==> src/rtl/sw_cond_pkg.sv <==
// Shared constants and event-FSM state type for the switch input conditioner.
package sw_cond_pkg;

  localparam int N_CH_DEF       = 16;
  localparam int STABLE_CYC_DEF = 1000000;
  localparam int STABLE_CYC_SIM = 8;

  typedef enum logic {
    EVT_IDLE  = 1'b0,
    EVT_VALID = 1'b1
  } evt_state_e;

endpackage

==> src/rtl/sw_debounce_ch.sv <==
// One switch channel: 2-flop synchroniser, stability counter, debounced level, rise/fall strobes.
// Level follows the pin STABLE_CYC+2 edges after first sampling; no backpressure.
module sw_debounce_ch
  import sw_cond_pkg::*;
#(
  parameter int STABLE_CYC = STABLE_CYC_DEF
) (
  input  logic clk_i,
  input  logic rstn_i,
  input  logic sw_i,
  output logic sw_o,
  output logic rise_o,
  output logic fall_o
);

  localparam int CNT_W = $clog2(STABLE_CYC);

  logic             sync1;
  logic             sync2;
  logic [CNT_W-1:0] cnt;

  always_ff @(posedge clk_i or negedge rstn_i) begin
    if (!rstn_i) begin
      sync1  <= 1'b0;
      sync2  <= 1'b0;
      cnt    <= '0;
      sw_o   <= 1'b0;
      rise_o <= 1'b0;
      fall_o <= 1'b0;
    end else begin
      sync1  <= sw_i;
      sync2  <= sync1;
      rise_o <= 1'b0;
      fall_o <= 1'b0;
      // Any cycle agreeing with the current level restarts the stability run.
      if (sync2 == sw_o) begin
        cnt <= '0;
      end else if (cnt != CNT_W'(STABLE_CYC - 1)) begin
        cnt <= cnt + 1'b1;
      end else begin
        cnt    <= '0;
        sw_o   <= sync2;
        rise_o <= sync2;
        fall_o <= ~sync2;
      end
    end
  end

endmodule

==> src/rtl/sw_input_conditioner.sv <==
// Switch front end: per-channel debounce plus a coalescing valid/ready change-event stream.
// Events appear 1 cycle after a level change; stalls coalesce into one pending snapshot and set sticky ovr_o.
module sw_input_conditioner
  import sw_cond_pkg::*;
#(
  parameter int N_CH       = N_CH_DEF,
  parameter int STABLE_CYC = STABLE_CYC_DEF
) (
  input  logic            clk_i,
  input  logic            rstn_i,
  input  logic [N_CH-1:0] sw_i,
  output logic [N_CH-1:0] sw_o,
  output logic [N_CH-1:0] rise_o,
  output logic [N_CH-1:0] fall_o,
  output logic            evt_valid_o,
  input  logic            evt_ready_i,
  output logic [N_CH-1:0] evt_data_o,
  output logic            ovr_o,
  input  logic            ovr_clr_i
);

  if (STABLE_CYC < 2) begin : g_bad_stable_cyc
    $error("sw_input_conditioner: STABLE_CYC must be >= 2");
  end

  for (genvar i = 0; i < N_CH; i++) begin : g_ch
    sw_debounce_ch #(
      .STABLE_CYC(STABLE_CYC)
    ) u_ch (
      .clk_i  (clk_i),
      .rstn_i (rstn_i),
      .sw_i   (sw_i[i]),
      .sw_o   (sw_o[i]),
      .rise_o (rise_o[i]),
      .fall_o (fall_o[i])
    );
  end

  logic       chg;
  logic       pending;
  evt_state_e state;

  assign chg = |(rise_o | fall_o);

  always_ff @(posedge clk_i or negedge rstn_i) begin
    if (!rstn_i) begin
      state       <= EVT_IDLE;
      evt_valid_o <= 1'b0;
      evt_data_o  <= '0;
      pending     <= 1'b0;
      ovr_o       <= 1'b0;
    end else begin
      // A new overrun later in this block overrides a same-cycle clear.
      if (ovr_clr_i) ovr_o <= 1'b0;
      case (state)
        EVT_IDLE: begin
          if (chg) begin
            state       <= EVT_VALID;
            evt_valid_o <= 1'b1;
            evt_data_o  <= sw_o;
          end
        end
        EVT_VALID: begin
          if (!evt_ready_i) begin
            if (chg) begin
              pending <= 1'b1;
              ovr_o   <= 1'b1;
            end
          end else if (pending || chg) begin
            evt_data_o <= sw_o;
            pending    <= 1'b0;
          end else begin
            state       <= EVT_IDLE;
            evt_valid_o <= 1'b0;
          end
        end
        default: begin
          state       <= EVT_IDLE;
          evt_valid_o <= 1'b0;
        end
      endcase
    end
  end

endmodule
==> config.mk <==
export PLATFORM = sky130hd
export DESIGN_NAME = sw_input_conditioner
export DESIGN_NICKNAME = d
export VERILOG_FILES = /design/src/rtl/sw_cond_pkg.sv /design/src/rtl/sw_debounce_ch.sv /design/src/rtl/sw_input_conditioner.sv
export SDC_FILE = /design/constraint.sdc
export NUM_CORES = 1
export LEC_CHECK = 0
export CAP_MARGIN = 30
export CORE_MARGIN = 2
export CORE_UTILIZATION = 35
export CTS_BUF_LIST = sky130_fd_sc_hd__clkbuf_16
export DETAILED_ROUTE_END_ITERATION = 8
export GPL_TIMING_DRIVEN = 0
export SLEW_MARGIN = 20
export SYNTH_ARGS = -nofsm -noshare
export SYNTH_HDL_FRONTEND = slang
export SYNTH_HIERARCHICAL = 1
export SYNTH_SLANG_ARGS = --single-unit
==> constraint.sdc <==
create_clock -name clk_i -period 2.2 [get_ports clk_i]
set_input_delay 0.44 -clock clk_i [delete_from_list [all_inputs] [get_ports clk_i]]
set_output_delay 0.44 -clock clk_i [all_outputs]
set_load 0.02 [all_outputs]
==> run summary, run 1 <==
The repair_antennas step left the layout with diodes totalling 0. The setup slack of the critical path after layout is 0.00731 ns. Yosys mapped a number of flops with a built-in enable equal to 0.

Measured along the x axis, the die boundary spans 241 um. The post-layout minimum cycle time is 2.19 ns. For the worst-skew pair, the clock arrives at the later sink with an insertion delay of 0.56 ns.

The library cell used most frequently in the layout, excluding fill and tap cells, is dfrtp_1. Before antenna repair, the detailed router went through 5 iterations. Summed over all cells, the static leakage comes to 0.00950 uW.

The number of nets in the layout is 2116. The dominant register cell in the synthesized netlist is dfrtp_1. The number of endpoints failing setup at the final stage came out at 0. The first-iteration detailed-routing DRC count is 652. The final antenna-violating net count is 0. The starting utilization of the core area came out at 0.356. Setup repair after global routing could not meet its margin everywhere. The I/O pin total came out at 86. The worst IR drop on VDD is 470 uV. The full die area came out at 0.0582 sq mm. The synthesis-to-finish area growth came out at 19.8%. The clock transition at the registers of the reported paths came out at 0.06 ns. The worst setup path is launched from a register. The wire length reported by the detailed router is 40500 um.

In this run the standard cell core region covers 0.0554 sq mm. TritonCTS built the clock tree. The share of the cycle needed by the critical path after routing is 0.997. The average size of a mapped cell is 10.3 sq um.

The slowest stage of the critical path is the nor4_4 cell. For this run, the share of the core covered by cells in the final layout is 0.426. The number of hold violations in the final report came to 0. The count of unique library cells instantiated by Yosys is 44. The synthesized design contains 420 register bits.

The final non-filler cell total is 2864. The critical path goes through nor4_4, nand4_2, o31ai_4, buf_6, buf_12, mux2_2. The placed instance area is 0.0216 sq mm. The DRC violations left is 0.

The worst setup path is of the register to register kind. The number of buffers added by the clock tree synthesis step is 48. The initial antenna violation count is 1.

The count of standard-cell rows is 86. The routability-driven placement congestion ratio is 0.811. Once placement completed, the tool counted placed cells totaling 2750. Detailed placement ended at an HPWL of 27200 um. The largest stage delay on the critical path is 0.50 ns. The number of global-route vias before repair came out at 13.7k. The clock skew after layout came out at 0.00770 ns. The worst endpoint required time is 2.65 ns. STA classifies the critical path endpoint as a register. In the post-synthesis netlist, the biggest area contributors are dfrtp_1 53%, xnor2_1 4.6%, nor2_1 4.2%, or4_1 3.5%, xor2_1 3.4%.

The buffers plus inverters on the worst setup path came out at 2. Derived from the worst setup path, the maximum achievable clock frequency is 456 MHz. The sequential area share after synthesis came out at 0.533. Dividing the detail-routed wire length by the instance count gives 14.1 um. The finished cells cover 0.0236 sq mm. The first-pass GRT wire length is 67200 um. Of the cells placed in the final design, the portion with a size suffix greater than 1 is 0.183. Of the post-synthesis cell area, the dominant cell type holds 0.533. The number of H-tree branching levels is 2.

The min-delay analysis places its worst path in the category input pin to register. In the layout the commonest cells are 415 x dfrtp_1, 218 x nor2_1, 124 x nand3_1, 107 x a21oi_1. The clock root buffer is clkbuf_16. The critical path's top delay family is simple AND/OR/NAND/NOR gates. After routing, the total negative slack on setup checks comes to 0 ns. The max-capacitance violation count is 0.

The height of the die is 241 um. Synthesis produced a netlist with a net count of 1948. The pin count of the biggest net entering global routing is 89. The count of input and output buffers is 85. The overall fraction of global-route tracks in use came out at 0.140. The post-detailed-route via-to-cell ratio came out at 5.05. The routed layout has 14.5k vias.

The share of flip-flops with an asynchronous set or reset came out at 1.00. The synthesized netlist cell count came out at 1912. The number of synthesis warnings is 6.

The biggest area contributor in the post-synthesis netlist is dfrtp_1. The synthesized area is 0.0197 sq mm. The total count of max-transition violations in the final report is 0. The critical path arrival came out at 2.64 ns. The run finished with clean final reports.

The maximum fanout along the worst path is 6. The post-placement setup slack is -1.01 ns. The buffer levels on the longest clock path is 3.

The total congestion overflow came out at 0. The worst max-slew margin expressed relative to the limit is 0.609. The sink count of the clock tree is 420.

The slew of the pin with the lowest slew margin came out at 0.581 ns. The power density over cell area is 683 mW/mm^2.
==> flip-flops by register name, summed over array words and instances (netlist names) <==
name / cells
pending: 1
ovr_o: 1
evt_data_o: 16
g_ch.u_ch/sync1: 16
g_ch.u_ch/sync2: 16
evt_valid_o: 1
g_ch.u_ch/cnt: 320
g_ch.u_ch/sw_o: 16
state: 1
g_ch.u_ch/fall_o: 16
g_ch.u_ch/rise_o: 16
==> logic make-up (layout without fill, tap and decap cells) <==
logic type | after synthesis | in the layout | share of synthesized area
buffers and inverters | 174 | 378 | 0.0380
AO/OA/AOI/OAI | 267 | 267 | 0.0812
adder cells (fa/ha/maj) | 16 | 16 | 0.0102
XOR/XNOR | 181 | 181 | 0.0805
flip-flops | 420 | 420 | 0.533
multiplexers | 32 | 32 | 0.0204
AND/OR/NAND/NOR | 822 | 822 | 0.236
==> worst register-to-register path, stage by stage (launching register included) <==
cell and delay (ns):
dfrtp_1 0.42, nor4_4 0.51, nand4_2 0.20, o31ai_4 0.32, buf_6 0.15, buf_12 0.14, mux2_2 0.34
==> area by class of cell <==
class | instances | area (sq um)
Buffer | 77 | 384
Clock buffer | 49 | 1230
Clock inverter | 37 | 268
Fill cell | 5249 | 31800
Inverter | 97 | 364
Multi-Input combinational cell | 1318 | 8650
Sequential cell | 420 | 10500
Tap cell | 748 | 936
Timing Repair Buffer | 118 | 1250
==> stage by stage <==
step                      power (uW)  hold WS (ns)
after floorplan                 8290         0.144
after global placement          8590         0.333
after detailed placement        8610         0.335
after CTS                      16400         0.269
after global routing           16800         0.287
final                          16100         0.312
==> repair_timing <==
action,CTS,global route
setup endpoints to repair,35,112
gates cloned,0,1
gates resized for setup,16,36
hold endpoints to repair,51,0
pin swaps,5,4
setup buffers,4,22
hold buffers,1,0
==> Yosys cell counts, types with 21 or more instances <==
cell and n:
a21oi_1 107, buf_2 60, or3_1 30, nor2_1 218, nand4_1 36, o21ai_0 77, nand2_1 80, xnor2_1 104
o31ai_1 45, nor3b_1 32, dfrtp_1 420, nand3_1 125, or3_2 45, nor4_1 21, or4_1 91, inv_1 97
xor2_1 77, mux2_2 21, nor3_1 37
==> metal layers <==
| layer | vias to the layer above | GRT usage | routed length [um] |
|---|---|---|---|
| met5 | - | 0 | 0 |
| met4 | 0 | 0.0397 | 739 |
| met3 | 52 | 0.0296 | 1780 |
| met2 | 203 | 0.224 | 18400 |
| met1 | 7103 | 0.190 | 19500 |
| li1 | 7112 | - | - |
==> power by group <==
part           leakage (uW)  internal [uW]  total, uW  switching (uW)
Clock              0.000770           4480       7600            3110
Combinational       0.00298            213        563             350
Sequential          0.00575           7830       7950             115
==> path summary, 6_finish.rpt <==
kind,endpoint,start,slack [ns],cells past startpoint
max,evt_data_o[1],g_ch[15].u_ch/fall_o,0.007,6
min,g_ch[8].u_ch/sync1,sw_i[8],0.31,1
max reg2reg,evt_data_o[1],g_ch[15].u_ch/fall_o,0.007,6
min reg2reg,g_ch[2].u_ch/sync2,g_ch[2].u_ch/sync1,0.35,0
max in group asynchronous,g_ch[3].u_ch/cnt[0],rstn_i,0.65,4
min in group asynchronous,g_ch[7].u_ch/cnt[15],rstn_i,0.37,2
Power figures use the tool's default switching activity.
==> inputs of run 2 (changes only) <==
--- a/config.mk
+++ b/config.mk
@@ -11,8 +11,10 @@
 export CTS_BUF_LIST = sky130_fd_sc_hd__clkbuf_16
 export DETAILED_ROUTE_END_ITERATION = 8
 export GPL_TIMING_DRIVEN = 0
+export PLACE_DENSITY = 0.52
 export SLEW_MARGIN = 20
 export SYNTH_ARGS = -nofsm -noshare
 export SYNTH_HDL_FRONTEND = slang
 export SYNTH_HIERARCHICAL = 1
 export SYNTH_SLANG_ARGS = --single-unit
+export TNS_END_PERCENT = 5
==> run summary, run 2 (synthesis results as in run 1) <==
The count of input and output buffers is 85. The worst register-to-register path ends at g_ch[9].u_ch/sw_o. The number of endpoints failing setup at the final stage came out at 1.

On the worst path, the slowest cell contributes a delay of 0.54 ns. The critical path is of the register to register type. Timing would allow up to 452 MHz.

The final non-filler cell total came out at 2846. The register-to-register setup slack is -0.01 ns. The signal on the critical path passes through or4b_1, or4_4, or2_4, mux2_4. The sink count of the clock tree is 420. The number of hold violations in the final report is 0. The setup TNS after final layout is -0.0119 ns. The number of placed instances with taps included came out at 2749. The detailed-route wire length per cell is 14.4 um. The final antenna-violating net count is 0.

Dividing total power by cell area gives a power density of 714 mW/mm^2. The static power due to leakage is 0.00954 uW. The slew of the pin with the lowest slew margin is 0.631 ns. The worst IR drop on VDD came out at 719 uV.

The worst hold path endpoint is g_ch[1].u_ch/sync1. The clock skew after layout came out at 0.00990 ns. The largest individual stage delay along the critical path comes from the cell or4_4. The buffers plus inverters on the worst setup path is 0. The post-detailed-route via-to-cell ratio came out at 5.04. The synthesis-to-finish area growth came out at 19.7%. The number of flip-flops in the largest register came out at 320. Setup slack on the critical path of the routed design comes to -0.0119 ns.

The total congestion overflow is 0. STA puts the critical path data arrival time at 2.68 ns. The total count of max-transition violations in the final report came to 0.

The horizontal die dimension came out at 241 um. For this run, design rule violations remaining after detail routing come to 0. The placed instance area is 0.0216 sq mm. At the end of the flow the core is filled with cells to 0.426. The first-pass GRT wire length came out at 69700 um.

Measured against its own limit, the worst slew margin works out to 0.575. The number of search-and-repair iterations in the first detailed-routing pass is 5. The clock transition at the registers of the reported paths is 0.06 ns. The design draws 16800 uW. The initial antenna violation count came out at 2. In this run the clock root is driven by a clkbuf_16. The routability-driven placement congestion ratio came out at 0.789.

The path class of the tightest hold or removal check is input pin to register. The number of global-route vias before repair came out at 14.2k. The starting utilization of the core area came out at 0.356. The buffer levels on the longest clock path is 3.

The overall fraction of global-route tracks in use came out at 0.145. In the finished design, the share of the clock period the worst path needs comes to 1.01. The total core area came out at 0.0554 sq mm. In this run the most critical hold path is launched from sw_i[1]. The net count of the finished layout is 2095. The maximum fanout along the worst path is 6. Detailed placement ended at an HPWL of 27200 um.

The share of cells above drive strength 1 came out at 0.175. The height of the die came out at 241 um. The post-layout minimum cycle time came out at 2.21 ns. The pin count of the biggest net entering global routing is 96. Setup repair after global routing could not meet its margin everywhere. The leading cell type in the layout, fill and taps excluded is dfrtp_1. The number of buffers added by the clock tree synthesis step came out at 49. Among cell families on the critical path, the largest total delay comes from simple AND/OR/NAND/NOR gates.

The count of vias placed by the detailed router came out at 14.4k. STA classifies the critical path startpoint as a register. The total non-filler cell area in the finished layout is 0.0236 sq mm. The I/O pin total came out at 86. The library cells used most frequently in the layout, excluding fill and tap cells, are 416 x dfrtp_1, 218 x nor2_1, 124 x nand3_1, 112 x inv_1, 106 x a21oi_1. In this run the critical register-to-register path is launched from g_ch[9].u_ch/cnt[8].

The final reports fail on negative setup slack. The number of diodes added for antenna fixing came out at 0. The max-capacitance violation count is 0.

The clock insertion delay at the later pin of the skew report came out at 0.59 ns. Data on the critical path is required at its endpoint by 2.66 ns. The run finished, with violations left. STA classifies the critical path endpoint as a register. The TritonCTS clock tree is built.

The full die area came out at 0.0582 sq mm. The largest register by flop count is g_ch.u_ch/cnt. The number of H-tree branching levels came out at 2. The number of cells on the worst hold path came out at 1. The wire length reported by the detailed router came out at 41000 um. Measured in cells, the most critical reg-to-reg path has a length of 4.

The first-iteration detailed-routing DRC count came out at 671. The count of standard-cell rows came out at 86.
run 2: changes by cell type in the layout (fill, tap and decap cells not counted), moves of 3 or more:
cell and change:
nor3b_2 +3, inv_1 +8, clkinv_2 -6, bufinv_16 +4
clkdlybuf4s50_1 -5, dlymetal6s2s_1 +4, clkinv_1 -4, buf_4 -18
run 2: cell type report:
cell class	instances	area [sq um]
Buffer	77	388
Clock buffer	51	1280
Clock inverter	39	372
Fill cell	5331	31800
Inverter	97	364
Multi-Input combinational cell	1318	8700
Sequential cell	420	10500
Tap cell	748	936
Timing Repair Buffer	96	1030
run 2: layer usage:
layer | routed length [um] | global-route usage
met3 | 1790 | 0.0334
met2 | 18500 | 0.231
met1 | 20000 | 0.199
met5 | 0 | 0
met4 | 725 | 0.0370
run 2: how the worst max path moves through the flow:
stage                     depth (start not counted)               endpoint                 start  slack, ns
final                                             4      g_ch[9].u_ch/sw_o   g_ch[9].u_ch/cnt[8]      -0.01
after global placement                            1  g_ch[14].u_ch/cnt[15]                rstn_i     -18.62
after global routing                              4      g_ch[9].u_ch/sw_o  g_ch[9].u_ch/cnt[10]      -0.07
after floorplan                                   4      g_ch[9].u_ch/sw_o   g_ch[9].u_ch/cnt[8]       0.10
after detailed placement                          5         evt_data_o[13]  g_ch[13].u_ch/rise_o      -0.84
after CTS                                         4      g_ch[9].u_ch/sw_o  g_ch[9].u_ch/cnt[10]      -0.02
run 2: what timing repair did:
item | 4_1_cts | 5_1_grt
gates resized for setup | 17 | 43
hold buffers | 1 | 0
endpoints found under the hold margin | 72 | 0
pin swaps | 5 | 2
setup buffers | 3 | 3
endpoints found under the setup margin | 44 | 123
gates cloned | 0 | 0
run 2: power breakdown:
group / total [uW] / internal, uW / switching (uW)
Sequential: 7950 / 7830 / 122
Clock: 8350 / 5100 / 3260
Combinational: 534 / 191 / 343
run 2: per-stage QoR:
step                hold WS, ns  setup slack, ns
floorplan                 0.144            0.101
global placement          0.333           -18.62
detailed placement        0.335           -0.844
CTS                       0.250          -0.0187
global route              0.254          -0.0652
finish                    0.295          -0.0119
==> inputs of run 3 (changes only) <==
--- a/config.mk
+++ b/config.mk
@@ -12,6 +12,7 @@
 export DETAILED_ROUTE_END_ITERATION = 8
 export GPL_TIMING_DRIVEN = 0
 export PLACE_DENSITY = 0.52
+export SKIP_LAST_GASP = 1
 export SLEW_MARGIN = 20
 export SYNTH_ARGS = -nofsm -noshare
 export SYNTH_HDL_FRONTEND = slang
==> run summary, run 3 (synthesis results as in run 1) <==
The floorplan step defined a die boundary enclosing 0.0582 sq mm. The setup slack of the critical path after layout is -0.0281 ns. The first detailed-routing pass ran for 5 iterations. The detailed placer's ending HPWL came out at 27200 um.

The worst hold slack came out at 0.293 ns. The number of global-route vias before repair is 14.2k. In this design, the largest share of critical-path delay is due to buffers and inverters. On the critical path, the stage with the largest delay is an instance of clkdlybuf4s50_1.

The share of the cycle needed by the critical path after routing is 1.01. In this run the critical register-to-register path is launched from g_ch[5].u_ch/rise_o. The run finished, with violations left. The maximum fanout along the worst path came out at 2.

The highest clock rate came out at 449 MHz. The buffer levels on the longest clock path is 3. For this run, design rule violations remaining after detail routing come to 0. The worst min-delay path class is input pin to register.

The category of the most critical setup path is register to output port. Traced cell by cell, the critical path runs through clkdlybuf4s50_1. Data on the critical path is required at its endpoint by 1.76 ns. The initial antenna violation count is 1. The wire length reported by the detailed router is 40800 um. The clock transition at the registers of the reported paths is 0.06 ns. TritonCTS built the clock tree.

The height of the die came out at 241 um. The worst IR drop on VDD came out at 719 uV. After the first detailed-routing iteration, the DRC count stood at 655. The clock root buffer is clkbuf_16. In the layout the commonest cells are 418 x dfrtp_1, 218 x nor2_1, 124 x nand3_1, 112 x inv_1, 107 x a21oi_1.

The repair_antennas step left the layout with diodes totalling 0. The clock insertion delay at the later pin of the skew report is 0.59 ns. In this design, the stage delay of the slowest critical-path cell is 0.75 ns. The worst max-slew margin expressed relative to the limit is 0.577. The total power is 16800 uW.

The most critical setup path has its startpoint at g_ch[3].u_ch/rise_o. The number of fill cells is 5346. The power density over cell area is 718 mW/mm^2. The core region is 0.0554 sq mm. The detail route stage leaves a number of antenna-violating nets equal to 0. The slew of the pin with the lowest slew margin came out at 0.628 ns.

The number of flip-flops in the largest register is 320. The number of buffers added by the clock tree synthesis step came out at 49. The synthesis-to-finish area growth is 18.9%. In the final layout, the share of cells above drive strength 1 is 0.165. Leaving out fill and tap cells, the most frequent cell in the layout is dfrtp_1. The starting utilization of the core area came out at 0.356.

The worst setup path is captured at an output port. The number of H-tree branching levels came out at 2. The number of nets in the layout is 2098.

At the end of the flow the core is filled with cells to 0.423. The pin count of the biggest net entering global routing came out at 96. The max-capacitance violation count came out at 0. The worst hold path startpoint is sw_i[6]. The overall fraction of global-route tracks in use is 0.145.

The sink count of the clock tree came out at 420. Pin placement for this block handled 86 I/O pins. The count of input and output buffers is 85. STA classifies the critical path startpoint as a register. The number of endpoints failing setup at the final stage is 17. The checks that failed: negative setup slack.

The total congestion overflow is 0. The total count of max-transition violations in the final report came out at 0. The number of hold violations in the final report is 0.

The largest register by flop count is g_ch.u_ch/cnt. The routability-driven placement congestion ratio came out at 0.789. Across the routed clock network, the largest skew measured is 0.0109 ns.

The count of vias placed by the detailed router came out at 14.3k. The horizontal die dimension came out at 241 um. The first global-routing pass estimated 69700 um of wire. The detailed-route wire length per cell came out at 14.3 um. Using the TritonRoute via totals, the vias-per-cell ratio works out to 5.02. The buffers plus inverters on the worst setup path came out at 1. The static power due to leakage is 0.00943 uW. Setup repair after global routing could not meet its margin everywhere.

After layout, the minimum clock period comes to 2.23 ns. The critical path arrival came out at 1.79 ns. The count of standard-cell rows came out at 86.
==> run 3: cell types whose count changed in the layout (fill, tap and decap cells not counted), sizes merged <==
| cell | delta |
|---|---|
| clkdlybuf4s50 | +10 |
| dlymetal6s2s | -7 |
| buf | +3 |
| dlygate4sd2 | -3 |
==> run 3: worst paths after layout <==
| check | slack (ns) | to | depth (start not counted) |
|---|---|---|---|
| setup / recovery | -0.03 | rise_o[3] | 1 |
| hold reg to reg | 0.35 | g_ch[12].u_ch/sync2 | 0 |
| hold / removal | 0.29 | g_ch[6].u_ch/sync1 | 1 |
| setup reg to reg | -0.02 | evt_data_o[12] | 5 |
| max in group asynchronous | 0.41 | g_ch[9].u_ch/cnt[8] | 4 |
| min in group asynchronous | 0.41 | g_ch[10].u_ch/cnt[4] | 2 |
==> run 3: routing by layer <==
metal | vias to the layer above | wire length [um] | GRT usage
li1 | 7054 | - | -
met1 | 7010 | 20000 | 0.199
met2 | 176 | 18200 | 0.230
met3 | 55 | 1830 | 0.0334
met4 | 0 | 745 | 0.0370
met5 | - | 0 | 0
==> run 3: area by class of cell <==
cell class | instances | area (sq um) | area share
plain buffers | 77 | 384 | 0.0164
clock buffers | 51 | 1280 | 0.0545
clock inverters | 39 | 372 | 0.0159
inverters | 97 | 364 | 0.0155
multi-input cells | 1318 | 8540 | 0.365
flip-flops and latches | 420 | 10500 | 0.449
well taps | 748 | 936 | 0.0399
repair buffers | 99 | 1040 | 0.0445
==> run 3: through the flow <==
step | cells | instance area [sq um] | setup WS (ns) | setup TNS, ns
floorplan | 1912 | 19700 | 0.101 | 0
global placement | 2745 | 21500 | -18.62 | -7805.30
detailed placement | 2749 | 21600 | -0.844 | -13.99
CTS | 2843 | 23400 | -0.0694 | -0.995
global route | 2849 | 23400 | -0.180 | -4.03
finish | 2849 | 23400 | -0.0281 | -0.328
==> run 3: timing repair <==
action	4_1_cts	5_1_grt
gates resized for setup	11	5
setup buffers	3	6
endpoints found under the hold margin	72	0
hold buffers	1	0
setup endpoints to repair	44	148
pin swaps	4	4
==> run 3: power breakdown <==
group | leakage (uW) | switching, uW | internal [uW]
Sequential | 0.00575 | 114 | 7830
Clock | 0.000860 | 3260 | 5100
Combinational | 0.00282 | 339 | 175
